`src/rtl/status_sequencer.sv`:
```
// Supervisory IDLE/RUN/WARN/FAULT sequencer with minimum dwell, heartbeat watchdog and fault counter.
// Optional FAULT blink output is enabled by defining STATUS_BLINK_EN.
module status_sequencer #(
  parameter int DWELL_CYCLES  = 4,
  parameter int WARN_TIMEOUT  = 16,
  parameter int FAULT_TIMEOUT = 16,
  parameter int BLINK_HALF    = 8
) (
  input  logic       clk,
  input  logic       reset_n,
  input  logic       start_i,
  input  logic       stop_i,
  input  logic       heartbeat_i,
  input  logic       fault_i,
  input  logic       clear_i,
  output logic [1:0] status,
  output logic       dwell_done,
  output logic [3:0] fault_count,
  output logic       blink
);

  localparam int DW     = $clog2(DWELL_CYCLES + 1);
  localparam int WD_MAX = (WARN_TIMEOUT > FAULT_TIMEOUT) ? WARN_TIMEOUT : FAULT_TIMEOUT;
  localparam int WW     = $clog2(WD_MAX + 1);

  localparam logic [DW-1:0] DWELL_LIM = DW'(DWELL_CYCLES);
  localparam logic [WW-1:0] WARN_LIM  = WW'(WARN_TIMEOUT);
  localparam logic [WW-1:0] FAULT_LIM = WW'(FAULT_TIMEOUT);
  localparam logic [WW-1:0] WD_SAT    = WW'(WD_MAX);

  typedef enum logic [1:0] {
    IDLE  = 2'd0,
    RUN   = 2'd1,
    WARN  = 2'd2,
    FAULT = 2'd3
  } state_t;

  state_t          state_r;
  state_t          state_nxt_s;
  logic [DW-1:0]   dwell_r;
  logic [DW-1:0]   dwell_nxt_s;
  logic            dwell_done_r;
  logic [WW-1:0]   wd_r;
  logic [WW-1:0]   wd_nxt_s;
  logic [3:0]      fault_count_r;
  logic [3:0]      fault_count_nxt_s;
  logic            changed_s;

  // State register
  always_ff @(posedge clk or negedge reset_n) begin
    if (!reset_n) begin
      state_r <= IDLE;
    end else begin
      state_r <= state_nxt_s;
    end
  end

  // Next-state selection in priority order; dwell-gated events are simply dropped
  always_comb begin
    state_nxt_s = state_r;
    case (state_r)
      IDLE: begin
        if (fault_i) state_nxt_s = FAULT;
        else if (start_i && dwell_done_r) state_nxt_s = RUN;
        else state_nxt_s = IDLE;
      end
      RUN: begin
        if (fault_i) state_nxt_s = FAULT;
        else if (stop_i && dwell_done_r) state_nxt_s = IDLE;
        else if (wd_r == WARN_LIM) state_nxt_s = WARN;
        else state_nxt_s = RUN;
      end
      WARN: begin
        if (fault_i) state_nxt_s = FAULT;
        else if (wd_r == FAULT_LIM) state_nxt_s = FAULT;
        else if (stop_i && dwell_done_r) state_nxt_s = IDLE;
        else if (heartbeat_i && dwell_done_r) state_nxt_s = RUN;
        else state_nxt_s = WARN;
      end
      FAULT: begin
        // a fault still present blocks the clear
        if (clear_i && dwell_done_r && !fault_i) state_nxt_s = IDLE;
        else state_nxt_s = FAULT;
      end
      default: state_nxt_s = IDLE;
    endcase
  end

  // Dwell, watchdog and fault-count next values
  always_comb begin
    changed_s         = (state_nxt_s != state_r);
    dwell_nxt_s       = dwell_r;
    wd_nxt_s          = wd_r;
    fault_count_nxt_s = fault_count_r;

    if (changed_s) dwell_nxt_s = {DW{1'b0}};
    else if (dwell_r == DWELL_LIM) dwell_nxt_s = dwell_r;
    else dwell_nxt_s = dwell_r + DW'(1);

    if (changed_s || heartbeat_i) wd_nxt_s = {WW{1'b0}};
    else if ((state_r == RUN) || (state_r == WARN)) begin
      if (wd_r == WD_SAT) wd_nxt_s = wd_r;
      else wd_nxt_s = wd_r + WW'(1);
    end else wd_nxt_s = {WW{1'b0}};

    if (changed_s && (state_nxt_s == FAULT) && (fault_count_r != 4'd15))
      fault_count_nxt_s = fault_count_r + 4'd1;
    else
      fault_count_nxt_s = fault_count_r;
  end

  // Counter registers
  always_ff @(posedge clk or negedge reset_n) begin
    if (!reset_n) begin
      dwell_r       <= {DW{1'b0}};
      dwell_done_r  <= 1'b0;
      wd_r          <= {WW{1'b0}};
      fault_count_r <= 4'd0;
    end else begin
      dwell_r       <= dwell_nxt_s;
      dwell_done_r  <= (dwell_nxt_s == DWELL_LIM);
      wd_r          <= wd_nxt_s;
      fault_count_r <= fault_count_nxt_s;
    end
  end

  assign status      = state_r;
  assign dwell_done  = dwell_done_r;
  assign fault_count = fault_count_r;

`ifdef STATUS_BLINK_EN
  localparam int PW = (BLINK_HALF < 2) ? 1 : $clog2(BLINK_HALF);

  logic [PW-1:0] phase_r;
  logic          blink_r;

  // Blink phase: goes high on the FAULT entry edge, toggles every BLINK_HALF cycles
  always_ff @(posedge clk or negedge reset_n) begin
    if (!reset_n) begin
      phase_r <= {PW{1'b0}};
      blink_r <= 1'b0;
    end else if (state_nxt_s != FAULT) begin
      phase_r <= {PW{1'b0}};
      blink_r <= 1'b0;
    end else if (state_r != FAULT) begin
      phase_r <= {PW{1'b0}};
      blink_r <= 1'b1;
    end else if (phase_r == PW'(BLINK_HALF - 1)) begin
      phase_r <= {PW{1'b0}};
      blink_r <= ~blink_r;
    end else begin
      phase_r <= phase_r + PW'(1);
      blink_r <= blink_r;
    end
  end

  assign blink = blink_r;
`else
  logic unused_blink_half_s;
  assign unused_blink_half_s = (BLINK_HALF > 0);
  assign blink = 1'b0;
`endif

endmodule

```
`config.mk`:
```
export PLATFORM = sky130hd
export DESIGN_NAME = status_sequencer
export DESIGN_NICKNAME = d
export VERILOG_FILES = /design/src/rtl/status_sequencer.sv
export SDC_FILE = /design/constraint.sdc
export NUM_CORES = 1
export LEC_CHECK = 0
export ABC_AREA = 0
export ABC_CLOCK_PERIOD_IN_PS = 2400
export CAP_MARGIN = 20
export CORE_MARGIN = 3
export CORE_UTILIZATION = 52
export DETAILED_ROUTE_END_ITERATION = 10
export PLACE_DENSITY = 0.77
export SETUP_SLACK_MARGIN = 0.02
export SLEW_MARGIN = 30
export SYNTH_ARGS = -nofsm -noshare
export SYNTH_HDL_FRONTEND = slang
export SYNTH_SLANG_ARGS = --single-unit
```
`constraint.sdc`:
```
create_clock -name clk -period 2.4 [get_ports clk]
set_input_delay 0.48 -clock clk [delete_from_list [all_inputs] [get_ports clk]]
set_output_delay 0.48 -clock clk [all_outputs]
set_load 0.03 [all_outputs]
```
Yosys cells after proc, flatten, opt, wreduce, memory -nomap -nowiden

Cells that the tools add are included.
Widths: inputs -> output; s select.

Register bits: 15
Input port bits: 7
Word-level logic and storage cells: 45
Output and inout bits: 8

Add/subtract/negate cells: 3
Reduce and logical (&&, ||, !) cells: 11
Mux-type cells: 16
Equal/unequal tests: 10

Operators with widths:

| kind                | count |
|---|---|
| $mux 2              | 9 |
| $mux 5              | 3 |
| $pmux 2 s4          | 1 |
| $logic_and 1x1->1   | 7 |
| $eq 2x2->1 const B  | 3 |
| $eq 3x3->1 const B  | 2 |
| $mux 3              | 2 |
| $add 5x1->5 const B | 1 |
| $eq 5x5->1 const B  | 1 |
| $add 4x1->4 const B | 1 |
| $ne 4x4->1 const B  | 1 |
| $add 3x1->3 const B | 1 |
| $ne 3x3->1 const B  | 1 |
| $eq 2x1->1 const B  | 1 |
| $logic_not 2->1     | 1 |
| $logic_or 1x1->1    | 2 |
| $ne 2x2->1          | 1 |
| $logic_not 1->1     | 1 |
| $mux 1              | 1 |

Longest topological paths before layout

Word-level depth: 9
Mapped depth: 8

Least setup slack after synthesis

No wires, ideal clock.

Path kind: reg-to-reg
Start: register state_r[1] (netlist: status[1])
End: register fault_count_r[1] (netlist: fault_count[1])
Arrival time: 1.991 ns
Cell stages (with the launch flop): 7
Setup time: 0.125 ns
Setup slack: 0.285 ns
Cell sequence: dfrtp_1 > inv_1 > ha_1 > a21oi_1 > o21ai_0 > nand3_1 > mux2_2

Cells in the longest elaborated chain, start to end: 5
Elaborated cells between the ends (all ways): 9
Those cells by class: eq/ne (5); mux (1); reduce/logical (3)

Ends and longest elaborated chain:

| item                                     | line    | text |
|---|---|---|
| start, declared                          | 38      | `state_t state_r;` |
| start signal, assigned                   | 54      | `state_r <= state_nxt_s;` |
| $eq 2x2->1, or another cell as far along | 61      | `case (state_r)` |
| $pmux 2 s4                               | 61      |  |
| $ne 2x2->1 or $eq 2x2->1 (tied branches) | 91, 106 |  |
| $logic_and 1x1->1 (*) (2 in a row)       | 106     | `if (changed_s && (state_nxt_s == FAULT) && (fault_count_r != 4'd15))` |
| end signal, assigned                     | 123     | `fault_count_r <= fault_count_nxt_s;` |
| end, declared                            | 45      | `logic [3:0] fault_count_r;` |

Every way passes the cells marked *; elsewhere a longest branch is shown, timed or not.
A chain may end at the register's enable or synchronous reset.

Worst setup path in the final report

Start: register wd_r[0]
End: register fault_count_r[1] (netlist: fault_count[1])

Cells in the longest elaborated chain, start to end: 8
Elaborated cells between the ends (all ways): 11
Those cells by class: eq/ne (3); mux (6); reduce/logical (2)

Ends and longest elaborated chain:

| item                                     | line    | text |
|---|---|---|
| start, declared                          | 43      | `logic [WW-1:0] wd_r;` |
| start signal, assigned                   | 117     | `wd_r <= {WW{1'b0}};` |
| start signal, assigned                   | 122     | `wd_r <= wd_nxt_s;` |
| $eq 5x5->1 (*)                           | 70, 75  |  |
| $mux 2                                   | 70      | `else if (wd_r == WARN_LIM) state_nxt_s = WARN;` |
| $mux 2                                   | 69      | `else if (stop_i && dwell_done_r) state_nxt_s = IDLE;` |
| $mux 2                                   | 68      | `if (fault_i) state_nxt_s = FAULT;` |
| $pmux 2 s4 (*)                           | 61      |  |
| $ne 2x2->1 or $eq 2x2->1 (tied branches) | 91, 106 |  |
| $logic_and 1x1->1 (*) (2 in a row)       | 106     |  |

Marks and branches as above.

==> reports/results.tsv <==
stage	metric	value	unit
status	status	finished, final reports clean	
synth	Yosys cell types	33	
worst_setup_path	Arr. time, crit path	2.24	ns
floorplan	Die ar.	0.00247	mm²
placed_design	placed insts	135	
clock_tree	cts hold-fix bufs	0	
worst_setup_path	CP Class	reg -> reg	
synth	sequential area share after synthesis	0.379	
cells_and_area	final net count	131	
floorplan	core area	0.00176	mm²
drt	# DRC	0	
worst_setup_path	Slowest-stage cell, CP	dfrtp_1	
placed_design	post-place setup slack	0.0609	ns
cells_and_area	Antenna diodes	0	
global_route	first-pass GRT wire length	3510	µm
clock_tree	clk sinks	15	
timing	Relative slew margins	0.567	
timing	Fin Hold WS	0.505	ns
power_and_ir_drop	Pleak	0.494	nW
placed_design	Placer Congestion	0.901	
timing	Max Fclk	0.484	GHz
power_and_ir_drop	total power	1.57	mW
worst_setup_path	setup slack, reg-to-reg	0.34	ns
timing	pins over their slew limit	0	
synth	Avg Cell Area, Syn	10.4	µm²
worst_setup_path	slowest stage delay, CP	0.37	ns
cells_and_area	most frequent cells in the layout	15 x dfrtp_1, 13 x clkdlybuf4s50_1, 9 x ha_1	
drt	Total Routed Length	1870	µm
placed_design	port bufs	13	
worst_setup_path	Critical Path, Cell by Cell	inv_1, ha_1, nor4bb_1, buf_4, a211oi_1, o21ai_0, nand3_1, mux2_2	
synth	Synth Net Count	111	
drt	DRT iter0 DRCs	18	
power_and_ir_drop	pwr/cell area	1320	mW/mm²
worst_setup_path	crit start category	flop	
clock_tree	CTS tree	built	
floorplan	IO Pins	15	
cells_and_area	area occupied by multi-input gates	574	µm²
timing	setup ws final	0.336	ns
floorplan	Initial Utilization	0.562	
timing	Final Hold Fails	0	
worst_setup_path	required time worst endpoint	2.57	ns
synth	warnings from Yosys	0	
clock_tree	post-CTS setup buffers	0	
job	Max-cap violations	0	
power_and_ir_drop	VDD IR max	0.000788	V
cells_and_area	Finished Layout Cells	139	
timing	final setup TNS	0	ns
timing	worst slew pin tran	0.647	ns
cells_and_area	sequential cell area	375	µm²
drt	ANT nets after route	0	
clock_tree	# resized after CTS	0	
global_route	vias in the first global route	817	
cells_and_area	synthesis-to-finish area growth	20.6	%
cells_and_area	Layout fillers	157	
clock_tree	Num CTS Buffers	3	
worst_hold_path	Hold Path Class	reg -> reg	
timing	RSZ-0062 raised after global routing	no	
floorplan	std cell rows	15	
clock_tree	CTS Buffer Depth	2	
timing	period utilisation layout	0.860	
worst_setup_path	CP endpoint kind	flop	
clock_tree	CTS clock-pin slew for the worst setup and hold paths	0.10	ns
worst_setup_path	crit path max fanout	7	
global_route	initial antenna violation count	0	
timing	# setup viols final	0	
drt	via count	763	
global_route	total gr overflow	0	
clock_tree	clk_lat worst skew	0.28	ns
clock_tree	H-tree Lvls	1	
synth	Seq cells post-synth	15	
cells_and_area	most common cell after layout, fill and taps aside	dfrtp_1	
synth	Synth Cell Area	991	µm²
global_route	GRT Util Overall	0.180	
floorplan	Die Y	49.7	µm
floorplan	Die Span X	49.7	µm
drt	WL/cell	13.5	µm
placed_design	DPL Wire Length	1490	µm
drt	TritonRoute pass-1 iters	4	
drt	vias per inst	5.49	
global_route	largest net degree at the start of global routing	16	
cells_and_area	share of layout cells above drive strength 1	0.140	
timing	Layout Skew	0.0149	ns
synth	Post-Syn Instances	95	
clock_tree	Clock Tree Root	clkbuf_4	
timing	post-route minimum period	2.06	ns
cells in the mapped netlist (all sizes together):
master / number / share of area
o211a: 1 / 0.010
mux2: 2 / 0.023
buf: 2 / 0.015
nand2: 2 / 0.0076
nor2: 2 / 0.0076
xnor2: 7 / 0.069
nor3: 4 / 0.020
nand2b: 2 / 0.013
o211ai: 1 / 0.0076
a211oi: 1 / 0.0076
nand4: 2 / 0.013
nand3b: 4 / 0.043
inv: 7 / 0.027
o21ai: 6 / 0.034
nor3b: 1 / 0.0076
nor4bb: 1 / 0.010
a41oi: 1 / 0.028
a311oi: 1 / 0.015
and3: 1 / 0.0063
or3: 1 / 0.0076
mux2i: 1 / 0.010
and3b: 1 / 0.0088
a21oi: 7 / 0.035
conb: 1 / 0.0038
nand3: 4 / 0.020
dfrtp: 15 / 0.38
xor2: 2 / 0.018
o2111ai: 1 / 0.0088
ha: 9 / 0.11
nor4: 5 / 0.032
logic make-up after synthesis:
family / after synthesis / share of synthesized area
muxes: 3 / 0.0328
and+or+nand+nor: 30 / 0.196
xor gates and xnor gates: 9 / 0.0871
DFF: 15 / 0.379
buffers and inverters: 9 / 0.0417
adders and majority gates: 9 / 0.114
AOI/OAI and AO/OA: 19 / 0.146
other: 1 / 0.00378
metrics by stage:
| step | cell area (µm²) | util |
|---|---|---|
| after CTS | 1190 | 0.677 |
| after floorplan | 991 | - |
| after global placement | 1170 | 0.662 |
| after detailed placement | 1170 | 0.662 |
| after global routing | 1190 | 0.677 |
| final | 1190 | 0.677 |
flip-flops by register name, indices dropped and copies added (netlist names):
register,flops
dwell_done,1
fault_count,4
status,2
wd_r,5
dwell_r,3
final cells by class:
cell class | count | area share
inverters | 7 | 0.0220
clock buffers | 3 | 0.0188
multi-input cells | 71 | 0.481
clock inverters | 1 | 0.00419
flip-flops and latches | 15 | 0.314
well taps | 25 | 0.0262
repair buffers | 17 | 0.134
per-layer routing:
metal	vias to the layer above	routed length, µm	global-route usage	share of wire
met5	-	0	0	0
met4	0	18	0.0737	0.0096
met3	2	104	0.0302	0.056
met2	20	874	0.297	0.47
met1	355	873	0.231	0.47
li1	386	-	-	-
critical path, delay by kind of cell, from the launching register on:
family / cells / cell delay [ns]
AOI/OAI and AO/OA: 2 / 0.55
DFF: 1 / 0.37
muxes: 1 / 0.34
and+or+nand+nor: 2 / 0.28
buffers and inverters: 2 / 0.25
adders and majority gates: 1 / 0.19
final timing paths:
path                                     start        endpoint  cells after the start
worst min-delay path            fault_count[3]  fault_count[3]                      1
worst min register to register  fault_count[3]  fault_count[3]                      1
worst max register to register         wd_r[0]  fault_count[1]                      8
worst max-delay path                   wd_r[0]  fault_count[1]                      8
max in group asynchronous              reset_n         wd_r[3]                      1
min in group asynchronous              reset_n       status[1]                      1
report_power, final:
group | internal, mW | switching, mW
Clock | 0.0616 | 0.0758
Sequential | 0.334 | 0.0838
Combinational | 0.443 | 0.574
(Power assumes the default switching activity.)
